===== src/rtl/fp_mul_pkg.sv =====
// Shared widths, biases and defaults for the bfloat16 x bfloat16 -> single
// precision multiplier and its request arbiter.
package fp_mul_pkg;

    localparam int BF16_W     = 16;
    localparam int BF16_EXP_W = 8;
    localparam int BF16_MAN_W = 7;
    localparam int BF16_BIAS  = 127;

    localparam int SP_W       = 32;
    localparam int SP_EXP_W   = 8;
    localparam int SP_MAN_W   = 23;
    localparam int SP_BIAS    = 127;

    localparam int DEF_NUM_REQ = 4;
    localparam int DEF_LATENCY = 2;

endpackage


===== src/rtl/fp_multiplier.sv =====
// Combinational bfloat16 x bfloat16 multiply producing an IEEE single result.
// Truncating mantissa, no special-value handling, exponent wraps modulo 2^8.
module fp_multiplier
    import fp_mul_pkg::*;
#(
    parameter int IN_WIDTH  = BF16_W,
    parameter int OUT_WIDTH = SP_W
) (
    input  logic [IN_WIDTH-1:0]  a,
    input  logic [IN_WIDTH-1:0]  b,
    output logic [OUT_WIDTH-1:0] y
);

    localparam int EW = BF16_EXP_W;
    localparam int MI = IN_WIDTH - 1 - EW;
    localparam int MO = OUT_WIDTH - 1 - SP_EXP_W;
    localparam int PW = 2 * (MI + 1);
    localparam int FW = PW - 1;
    localparam logic [EW-1:0] EXP_ADJ = EW'(2 * BF16_BIAS - SP_BIAS);

    logic [MI:0]   sig_a;
    logic [MI:0]   sig_b;
    logic [PW-1:0] prod;
    logic          norm;
    logic [FW-1:0] frac;
    logic [EW-1:0] exp_y;
    logic [MO-1:0] man_y;

    assign sig_a = {1'b1, a[MI-1:0]};
    assign sig_b = {1'b1, b[MI-1:0]};
    assign prod  = PW'(sig_a) * PW'(sig_b);

    // Product of two [1,2) significands lies in [1,4); top bit selects the shift.
    assign norm  = prod[PW-1];
    assign frac  = norm ? prod[PW-2:0] : {prod[PW-3:0], 1'b0};
    assign exp_y = a[IN_WIDTH-2 -: EW] + b[IN_WIDTH-2 -: EW]
                 - EXP_ADJ + EW'(norm);

    generate
        if (MO > FW) begin : g_pad
            assign man_y = {frac, {(MO - FW){1'b0}}};
        end else if (MO == FW) begin : g_eq
            assign man_y = frac;
        end else begin : g_trunc
            assign man_y = frac[FW-1 -: MO];
        end
    endgenerate

    assign y = {a[IN_WIDTH-1] ^ b[IN_WIDTH-1], exp_y, man_y};

endmodule


===== src/rtl/fp_mul_arbiter.sv =====
// Round-robin arbiter feeding one shared fp_multiplier through a
// LATENCY-deep stallable pipeline with in-order tagged responses.
module fp_mul_arbiter
    import fp_mul_pkg::*;
#(
    parameter int NUM_REQ   = DEF_NUM_REQ,
    parameter int LATENCY   = DEF_LATENCY,
    parameter int IN_WIDTH  = BF16_W,
    parameter int OUT_WIDTH = SP_W,
    parameter int ID_WIDTH  = $clog2(NUM_REQ)
) (
    input  logic                         clk,
    input  logic                         rst_n,
    input  logic [NUM_REQ-1:0]           req_valid,
    output logic [NUM_REQ-1:0]           req_ready,
    input  logic [NUM_REQ*IN_WIDTH-1:0]  req_a,
    input  logic [NUM_REQ*IN_WIDTH-1:0]  req_b,
    output logic                         rsp_valid,
    input  logic                         rsp_ready,
    output logic [ID_WIDTH-1:0]          rsp_id,
    output logic [OUT_WIDTH-1:0]         rsp_y,
    output logic                         busy,
    output logic [15:0]                  issue_count
);

    logic                 stall;
    logic                 found;
    logic                 accept;
    logic [ID_WIDTH-1:0]  ptr;
    logic [ID_WIDTH-1:0]  gidx;
    logic [ID_WIDTH:0]    slot;
    logic [NUM_REQ-1:0]   grant;
    logic [LATENCY-1:0]   v_q;
    logic [ID_WIDTH-1:0]  id_q [LATENCY];
    logic [IN_WIDTH-1:0]  a_q;
    logic [IN_WIDTH-1:0]  b_q;
    logic [OUT_WIDTH-1:0] mul_y;
    logic [OUT_WIDTH-1:0] y_last;

    assign rsp_valid = v_q[LATENCY-1];
    assign stall     = rsp_valid & ~rsp_ready;
    assign busy      = |v_q;

    always_comb begin
        found = 1'b0;
        gidx  = '0;
        grant = '0;
        slot  = '0;
        for (int k = 0; k < NUM_REQ; k++) begin
            slot = {1'b0, ptr} + (ID_WIDTH + 1)'(k);
            if (slot >= (ID_WIDTH + 1)'(NUM_REQ)) begin
                slot = slot - (ID_WIDTH + 1)'(NUM_REQ);
            end
            if (!found && req_valid[slot[ID_WIDTH-1:0]]) begin
                found = 1'b1;
                gidx  = slot[ID_WIDTH-1:0];
            end
        end
        if (found) begin
            grant[gidx] = 1'b1;
        end
    end

    assign req_ready = grant & {NUM_REQ{rst_n & ~stall}};
    assign accept    = found & rst_n & ~stall;

    always_ff @(posedge clk or negedge rst_n) begin
        if (!rst_n) begin
            ptr         <= '0;
            issue_count <= '0;
            v_q         <= '0;
            a_q         <= '0;
            b_q         <= '0;
            for (int i = 0; i < LATENCY; i++) begin
                id_q[i] <= '0;
            end
        end else begin
            if (accept) begin
                ptr <= (gidx == ID_WIDTH'(NUM_REQ - 1)) ? '0
                                                        : gidx + ID_WIDTH'(1);
                issue_count <= issue_count + 16'd1;
            end
            if (!stall) begin
                v_q[0] <= accept;
                for (int i = 1; i < LATENCY; i++) begin
                    v_q[i]  <= v_q[i-1];
                    id_q[i] <= id_q[i-1];
                end
                if (accept) begin
                    a_q     <= req_a[int'(gidx) * IN_WIDTH +: IN_WIDTH];
                    b_q     <= req_b[int'(gidx) * IN_WIDTH +: IN_WIDTH];
                    id_q[0] <= gidx;
                end
            end
        end
    end

    fp_multiplier #(
        .IN_WIDTH  (IN_WIDTH),
        .OUT_WIDTH (OUT_WIDTH)
    ) u_mul (
        .a (a_q),
        .b (b_q),
        .y (mul_y)
    );

    generate
        if (LATENCY == 1) begin : g_direct
            assign y_last = mul_y;
        end else begin : g_pipe
            logic [OUT_WIDTH-1:0] y_q [LATENCY-1];
            always_ff @(posedge clk or negedge rst_n) begin
                if (!rst_n) begin
                    for (int i = 0; i < LATENCY - 1; i++) begin
                        y_q[i] <= '0;
                    end
                end else if (!stall) begin
                    y_q[0] <= mul_y;
                    for (int i = 1; i < LATENCY - 1; i++) begin
                        y_q[i] <= y_q[i-1];
                    end
                end
            end
            assign y_last = y_q[LATENCY-2];
        end
    endgenerate

    // Multiplying zeroed stage registers is not zero, so mask idle output.
    assign rsp_y  = rsp_valid ? y_last : '0;
    assign rsp_id = id_q[LATENCY-1];

endmodule


===== config.mk =====
export PLATFORM = sky130hd
export DESIGN_NAME = fp_mul_arbiter
export DESIGN_NICKNAME = d
export VERILOG_FILES = /design/src/rtl/fp_mul_pkg.sv /design/src/rtl/fp_multiplier.sv /design/src/rtl/fp_mul_arbiter.sv
export SDC_FILE = /design/constraint.sdc
export NUM_CORES = 1
export LEC_CHECK = 0
export ABC_AREA = 1
export BUFFER_PORTS_ARGS = -buffer_cell sky130_fd_sc_hd__buf_2
export CAP_MARGIN = 30
export CELL_PAD_IN_SITES_DETAIL_PLACEMENT = 0
export CELL_PAD_IN_SITES_GLOBAL_PLACEMENT = 1
export CORE_ASPECT_RATIO = 0.7
export CORE_UTILIZATION = 30
export CTS_BUF_LIST = sky130_fd_sc_hd__clkbuf_4
export DETAILED_ROUTE_END_ITERATION = 8
export PLACE_DENSITY_LB_ADDON = 0.1
export SETUP_SLACK_MARGIN = 0.2
export SLEW_MARGIN = 20
export SYNTH_ARGS = -nofsm -noshare
export SYNTH_HDL_FRONTEND = slang
export SYNTH_SLANG_ARGS = --single-unit

===== constraint.sdc =====
create_clock -name clk -period 6.9 [get_ports clk]
set_input_delay 0 -clock clk [delete_from_list [all_inputs] [get_ports clk]]
set_output_delay 0 -clock clk [all_outputs]
set_load 0.01 [all_outputs]

==> metrics.yaml, run 1 <==
clock_tree:
  insertion_delay_ns: 0.46
  ctsHoldBuffers: 96
  cts_resized: 0
  clock-root-buffer: "clkbuf_4"
  clk_pin_slew_ns: 0.14
  clkSinkCount: 80
  cts_buffers: 9
  cts_max_level: 3
  cts_tree: "yes"
  cts.path.max_buffers: 2
  post_cts_buffers: 0
global_route:
  grt_max_degree: 68
  antenna_found_initial: 2
  grt.overflow.total: 0
  grt_pass1_vias: 7733
  grtUsageTotal: 0.193
  grt_pass1_wl_um: 40300
logic_synthesis:
  synth_area_um2: 7750
  syn-instance-count: 1172
  yosys.area.top_type: "dfrtp_1"
  dominantRegCellSynth: "dfrtp_1"
  synth_edf_count: 0
  ys_seq_area_frac: 0.258
  ys_types: 39
  ys_warn_count: 0
  synthTopCellsByArea: "dfrtp_1, nand2_1, fa_1, inv_1, ha_1"
  avgSynthCellArea_um2: 6.61
  yosys-top-cells-count: "nand2_1, inv_1, nand3_1, dfrtp_1, ha_1"
  async_flop_share: 1.00
  synth_most_common_cell: "nand2_1"
  yosysTopAreaCellShare: 0.258
  synth-seq-cells: 80
routing:
  drt-initial-drc-count: 424
  vias: 7774
  firstDrtPassIters: 5
  routed_via_density: 4.46
  ant_nets: 0
  drc: 0
  wirelength_um: 24500
  wire_per_inst_um: 14.0
floorplanning:
  core-area_um2: 25000
  fp-row-count: 48
  fp.dieH_um: 136
  io_pins: 191
  initial_utilization: 0.310
  dieArea_um2: 26500
  dieWidth_um: 194
timing:
  slew-limit-headroom: 0.375
  setup_viol: 0
  setup_slack_ns: 0.910
  hold_viol_final: 0
  slew_viol_final: 0
  rsz0062_at_grt: "false"
  fin_skew_ns: 0.0263
  tightest_slew_ns: 0.936
  fmax_mhz: 167
  fin_tns_setup_ns: 0
  layout_min_cycle_time_ns: 5.99
  period_share: 0.868
place:
  place_inst: 1628
  gp_congestion: 0.855
  dpl.hpwl_um: 18600
  port_buffers: 182
  preCtsSetupSlack_ns: 0.928
worst_setup_path:
  critPathLaunchType: "flop"
  cp_common_cell: "nand2_1"
  slowest_delay_ns: 0.56
  cp_max_fo: 9
  cp.arrival_ns: 6.38
  crit_required_ns: 7.29
  end_kind: "flop"
  crit_slowest_cell: "dfrtp_1"
  critical_path_class: "reg -> reg"
run_status:
  status: "completed"
min_path:
  hold_path_class: "in -> reg"
cells_and_area:
  drive_gt1_frac: 0.155
  num-fill-cells: 2773
  fin_nets: 1636
  area_growth_syn_to_layout_pct: 28.2
  multiInputGateArea_um2: 4680
  final_cells: 1742
  regArea_um2: 2000
run:
  drv_cap: 0
[per-stage QoR]
stage / instance area, µm² / utilization / hold WS [ns]
3_3_place_gp: 8780 / 0.351 / -0.126
4_1_cts: 9900 / 0.396 / 0.0109
2_1_floorplan: 7780 / - / -0.296
3_5_place_dp: 8780 / 0.351 / -0.121
5_1_grt: 9930 / 0.398 / 0.0691
6_report: 9930 / 0.398 / 0.0332
[worst paths after layout]
| check | slack (ns) | start | depth (start not counted) | to |
|---|---|---|---|---|
| setup / recovery | 0.91 | a_q[1] | 30 | g_pipe.y_q[29] |
| hold / removal | 0.03 | req_b[10] | 7 | b_q[10] |
| setup reg to reg | 0.91 | a_q[1] | 30 | g_pipe.y_q[29] |
| hold reg to reg | 0.50 | rsp_id[1] | 2 | rsp_id[1] |
| max in group asynchronous | 5.83 | rst_n | 3 | issue_count[15] |
| min in group asynchronous | 0.08 | rst_n | 3 | issue_count[14] |
[registers in the layout (all words and copies together) (netlist names)]
register     cells
ptr              2
g_pipe.y_q      24
id_q             2
rsp_id           2
a_q             16
b_q             16
v_q              2
issue_count     16
[cell type report]
type / instances / area share
multi-input cells: 840 / 0.471
flip-flops and latches: 80 / 0.202
repair buffers: 284 / 0.195
inverters: 196 / 0.0741
well taps: 325 / 0.0409
clock buffers: 11 / 0.00831
clock inverters: 5 / 0.00819
diodes: 1 / 0.000252
[worst max-delay path, delay by kind of cell, from the launching register on]
kind | cells | cell delay [ns]
adders and majority gates | 7 | 2.99
and+or+nand+nor | 10 | 0.95
DFF | 1 | 0.56
AOI/OAI and AO/OA | 6 | 0.93
buffers and inverters | 7 | 0.49
[kinds of logic (layout without fill, tap and decap cells)]
kind of cell             Yosys count  in the layout  share of synthesized area
flip-flops                        80             80                      0.258
adder cells (fa/ha/maj)           90             90                      0.181
buffers and inverters            259            496                      0.141
XOR/XNOR                          28             28                     0.0316
other                              1              9                   0.000484
AO/OA/AOI/OAI                     68             68                     0.0484
AND/OR/NAND/NOR                  646            646                      0.339
[layout by cell type, fill, tap and decap left out, drive strengths merged, types with 8 or more instances in the layout]
| cell type | instances |
|---|---|
| clkbuf | 11 |
| fa | 37 |
| dfrtp | 80 |
| ha | 53 |
| xor2 | 17 |
| nor3 | 9 |
| a21oi | 16 |
| conb | 8 |
| dlygate4sd3 | 96 |
| nand2 | 498 |
| nor2 | 38 |
| inv | 196 |
| buf | 188 |
| o21ai | 35 |
| xnor2 | 11 |
| nand3 | 93 |
[per-layer routing]
| layer | global-route usage | routed length, µm | vias up |
|---|---|---|---|
| li1 | - | - | 4004 |
| met1 | 0.287 | 13200 | 3590 |
| met2 | 0.295 | 10000 | 171 |
| met3 | 0.0345 | 1100 | 9 |
| met4 | 0.0291 | 141 | 0 |
| met5 | 0 | 0 | - |
Power of run 1 is left out: the tool's default activity adds up to more than one toggle a clock period on the data nets, which glitch-free logic cannot reach.
==> run 2: changes to the inputs <==
Settings changed: REMOVE_ABC_BUFFERS set to 1.
==> metrics.yaml, run 2 (same netlist as run 1, synthesis figures left out) <==
worst_setup_path:
  cp_common_cell: "nand2_1"
  crit_required_ns: 7.29  # about the same
  slowest_delay_ns: 0.56  # about the same
  r2r-end: "g_pipe.y_q[29]"
  cp_max_fo: 9  # unchanged
  cp.arrival_ns: 6.39  # about the same
  rr_worst_depth: 30  # unchanged
  end_kind: "flop"
  critical_path_class: "reg -> reg"
  crit_slowest_cell: "dfrtp_1"
  critPathLaunchType: "flop"
  r2r_slack_ns: 0.89  # -0.02 ns
  r2r_start: "a_q[1]"
cells_and_area:
  final_cell_mix: "nand2_1, inv_1, buf_2"
  final_common_cell: "nand2_1"
  regMostFlops: "g_pipe.y_q"
  fin_area_um2: 9920  # -0.14%
  drive_gt1_frac: 0.156  # +0.00163
  area_growth_syn_to_layout_pct: 28.0
  fin_nets: 1634  # -0.12%
  largest_reg_flops: 24  # unchanged
  antenna-diode-count: 0  # -1
  num-fill-cells: 2766  # -0.25%
timing:
  rsz0062_at_grt: "false"
  layout_min_cycle_time_ns: 6.01  # +0.0162 ns
  hold_viol_final: 0  # unchanged
  period_share: 0.870  # +0.00234
  setup_viol: 0  # unchanged
  slew_viol_final: 0  # unchanged
  tightest_slew_ns: 0.858  # -0.0780 ns
  slew-limit-headroom: 0.427  # +0.0520
  fmax_mhz: 167  # -0.27%
  fin_tns_setup_ns: 0  # unchanged
  fin_skew_ns: 0.0229  # -0.00338 ns
clock_tree:
  post_cts_buffers: 0  # unchanged
  clkSinkCount: 80  # unchanged
  insertion_delay_ns: 0.47  # about the same
  cts_buffers: 9  # unchanged
  cts_max_level: 3  # unchanged
  cts_tree: "yes"
  cts.path.max_buffers: 2  # unchanged
  clock-root-buffer: "clkbuf_4"
  clk_pin_slew_ns: 0.16  # +0.02 ns
min_path:
  whs_path_depth: 7  # unchanged
  hold_path_class: "in -> reg"
  hp-start: "req_a[1]"
  min_to: "a_q[1]"
global_route:
  antenna_found_initial: 0  # -2
  grtUsageTotal: 0.188  # -0.00559
  grt.overflow.total: 0  # unchanged
  grt_max_degree: 67  # -1.5%
  grt_pass1_wl_um: 39600  # -1.6%
  grt_pass1_vias: 7609  # -1.6%
routing:
  drt-initial-drc-count: 305  # -28%
  wire_per_inst_um: 13.6  # -3.1%
  wirelength_um: 23700  # -3.2%
  ant_nets: 0  # unchanged
  vias: 7749  # -0.32%
  drc: 0  # unchanged
  firstDrtPassIters: 5  # unchanged
  routed_via_density: 4.46  # -0.15%
floorplanning:
  io_pins: 191  # unchanged
  dieWidth_um: 194  # unchanged
  dieArea_um2: 26500  # unchanged
  initial_utilization: 0.310  # unchanged
  fp.dieH_um: 136  # unchanged
  fp-row-count: 48  # unchanged
  core-area_um2: 25000  # unchanged
place:
  dpl.hpwl_um: 18000  # -3.7%
  port_buffers: 182  # unchanged
  gp_congestion: 0.819  # -4.2%
  placed_area_um2: 8790  # +0.13%
run_status:
  status: "completed"
run:
  drv_cap: 0  # unchanged
run 2: changes by cell type in the layout (fill, tap and decap cells not counted), sizes merged:
cell / previous run / this run
clkbuf: 11 / 9
clkinvlp: 1 / 0
inv: 196 / 201
clkinv: 2 / 0
buf: 188 / 190
diode: 1 / 0
dlygate4sd3: 96 / 92
run 2: worst max-delay path: cells and delay by family, from the launching register on:
family | cells | cell delay, ns
flops | 1 | 0.56
fa+ha+maj | 7 | 2.98
simple gates | 10 | 1.00
compound gates | 6 | 0.90
buf+inv | 7 | 0.49
run 2: layer usage:
layer  vias up  GRT usage  wire [µm]
li1       4000          -          -
met1      3577      0.276      12600
met2       161      0.294       9970
met3        11     0.0298        988
met4         0     0.0265        143
met5         -          0          0
run 2: final cells by class:
type	count	area (µm²)	share of cell area
Inverter	196	736	0.0742
Clock buffer	9	67.6	0.00681
Multi-Input combinational cell	840	4680	0.472
Clock inverter	7	106	0.0107
Tap cell	325	407	0.0410
Timing Repair Buffer	282	1920	0.193
Sequential cell	80	2000	0.202
run 2: timing repair:
item,in CTS,in global routing
hold buffers,93,0
endpoints found under the hold margin,73,0
resized for setup,0,0
run 2: stage by stage:
stage	hold WS (ns)	util	std cells	setup slack (ns)
4_1_cts	0.0148	0.396	1738	0.883
2_1_floorplan	-0.296	-	1116	1.33
5_1_grt	0.0418	0.397	1739	0.363
3_3_place_gp	-0.0349	0.351	1628	1.06
3_5_place_dp	-0.0395	0.352	1629	0.941
6_report	0.0299	0.397	1739	0.894
run 2: worst max-delay path by stage:
stage | from | endpoint | slack (ns)
after global placement | a_q[3] | g_pipe.y_q[29] | 1.06
after global routing | a_q[3] | g_pipe.y_q[29] | 0.36
after floorplan | a_q[1] | g_pipe.y_q[29] | 1.33
after detailed placement | a_q[1] | g_pipe.y_q[29] | 0.94
final | a_q[1] | g_pipe.y_q[29] | 0.89
after CTS | a_q[1] | g_pipe.y_q[29] | 0.88
Power of run 2 is left out for the same reason.
==> run 3: changes to the inputs <==
Settings changed: CORE_ASPECT_RATIO 0.7 to 0.8.
==> metrics.yaml, run 3 (same netlist as run 1, synthesis figures left out) <==
routing:
  wirelength_um: 23200  # -1.8%
  wire_per_inst_um: 13.3  # -2.2%
  firstDrtPassIters: 5  # unchanged
  routed_via_density: 4.41  # -0.94%
  vias: 7707  # -0.54%
  drc: 0  # unchanged
  ant_nets: 0  # unchanged
  drt-initial-drc-count: 353  # +16%
worst_setup_path:
  slowest_delay_ns: 0.57  # about the same
  end_kind: "flop"
  critical_path_class: "reg -> reg"
  cp.arrival_ns: 6.36  # -0.03 ns
  cp_common_cell: "nand2_1"
  crit_slowest_cell: "dfrtp_1"
  cp_max_fo: 9  # unchanged
  critPathLaunchType: "flop"
  cp_top_family: "adder cells"
  crit_required_ns: 7.29  # about the same
  path_buf_inv: 6  # -1
timing:
  hold_viol_final: 0  # unchanged
  slew_viol_final: 0  # unchanged
  tightest_slew_ns: 0.868  # +0.00937 ns
  slew-limit-headroom: 0.421  # -0.00625
  setup_viol: 0  # unchanged
  period_share: 0.865  # -0.00545
  fin_skew_ns: 0.0284  # +0.00546 ns
  rsz0062_at_grt: "false"
  layout_min_cycle_time_ns: 5.97  # -0.0376 ns
  fmax_mhz: 168  # +0.63%
  fin_tns_setup_ns: 0  # unchanged
place:
  place_inst: 1628  # -0.061%
  port_buffers: 182  # unchanged
  gp_congestion: 0.797  # -2.7%
  dpl.hpwl_um: 17600  # -2.2%
floorplanning:
  fp-row-count: 52  # +8.3%
  io_pins: 191  # unchanged
  dieWidth_um: 182  # -6.4%
  fp.dieH_um: 146  # +6.8%
  dieArea_um2: 26500  # about the same
  core-area_um2: 25300  # +1.3%
  initial_utilization: 0.306  # -0.00399
clock_tree:
  cts_tree: "yes"
  post_cts_buffers: 0  # unchanged
  cts_buffers: 9  # unchanged
  cts_resized: 0  # unchanged
  clkSinkCount: 80  # unchanged
  insertion_delay_ns: 0.47  # about the same
  clk_pin_slew_ns: 0.15  # about the same
  clock-root-buffer: "clkbuf_4"
  cts.path.max_buffers: 2  # unchanged
  cts_max_level: 3  # unchanged
global_route:
  grt_pass1_wl_um: 39600  # unchanged
  grt.overflow.total: 0  # unchanged
  grtUsageTotal: 0.186  # -0.00200
  antenna_found_initial: 1  # +1
  grt_max_degree: 64  # -4.5%
  grt_pass1_vias: 8144  # +7.0%
min_path:
  hold_path_class: "in -> async"
cells_and_area:
  final_cell_mix: "nand2_1, inv_1, buf_2"
  largest_reg_flops: 24  # unchanged
  final_common_cell: "nand2_1"
  regMostFlops: "g_pipe.y_q"
  final_cells: 1746  # +0.40%
  fin_nets: 1640  # +0.37%
  drive_gt1_frac: 0.155  # -0.00136
  area_growth_syn_to_layout_pct: 28.5
run:
  drv_cap: 0  # unchanged
run_status:
  status: "completed"
[run 3: routing by layer]
layer  vias up  track usage  wire, µm
li1       4012            -         -
met1      3535        0.253     11500
met2       149        0.312     10600
met3        11       0.0303       907
met4         0       0.0326       167
met5         -            0         0
[run 3: area by class of cell]
| cell class | count | area, µm² |
|---|---|---|
| antenna | 2 | 5.00 |
| clock buffer | 9 | 67.6 |
| clock inverter | 7 | 78.8 |
| fill | 2755 | 15300 |
| inverter | 196 | 736 |
| multi-input combinational | 840 | 4680 |
| sequential | 80 | 2000 |
| tap | 324 | 405 |
| timing repair buffer | 288 | 1980 |
[run 3: worst paths after layout]
kind                            from        endpoint  slack (ns)  cells past startpoint
max                           a_q[3]  g_pipe.y_q[29]        0.93                     29
min                            rst_n  g_pipe.y_q[15]        0.18                      3
max reg2reg                   a_q[3]  g_pipe.y_q[29]        0.93                     29
min reg2reg                   v_q[0]          v_q[1]        0.46                      2
max in group asynchronous      rst_n  g_pipe.y_q[16]        6.12                      3
min in group clk           req_b[63]         b_q[15]        0.36                      6
[run 3: worst reg2reg max path: cells and delay by family, from the launching register on]
family / cells / cell delay (ns)
DFF: 1 / 0.57
buffers and inverters: 6 / 0.39
and+or+nand+nor: 11 / 1.19
adders and majority gates: 7 / 2.98
AOI/OAI and AO/OA: 5 / 0.81
[run 3: stage by stage]
step	setup slack [ns]	utilization	hold WS, ns	cell area (µm²)
3_3_place_gp	1.15	0.347	-0.168	8770
4_1_cts	0.952	0.393	0.172	9940
6_report	0.932	0.394	0.184	9960
5_1_grt	0.471	0.394	0.210	9960
3_5_place_dp	0.978	0.348	-0.164	8800
2_1_floorplan	1.33	-	-0.296	7420
[run 3: repair_timing]
action	CTS	global route
hold endpoints to repair	94	0
setup endpoints to repair	0	0
hold buffers	99	0
Power of run 3 is left out for the same reason.
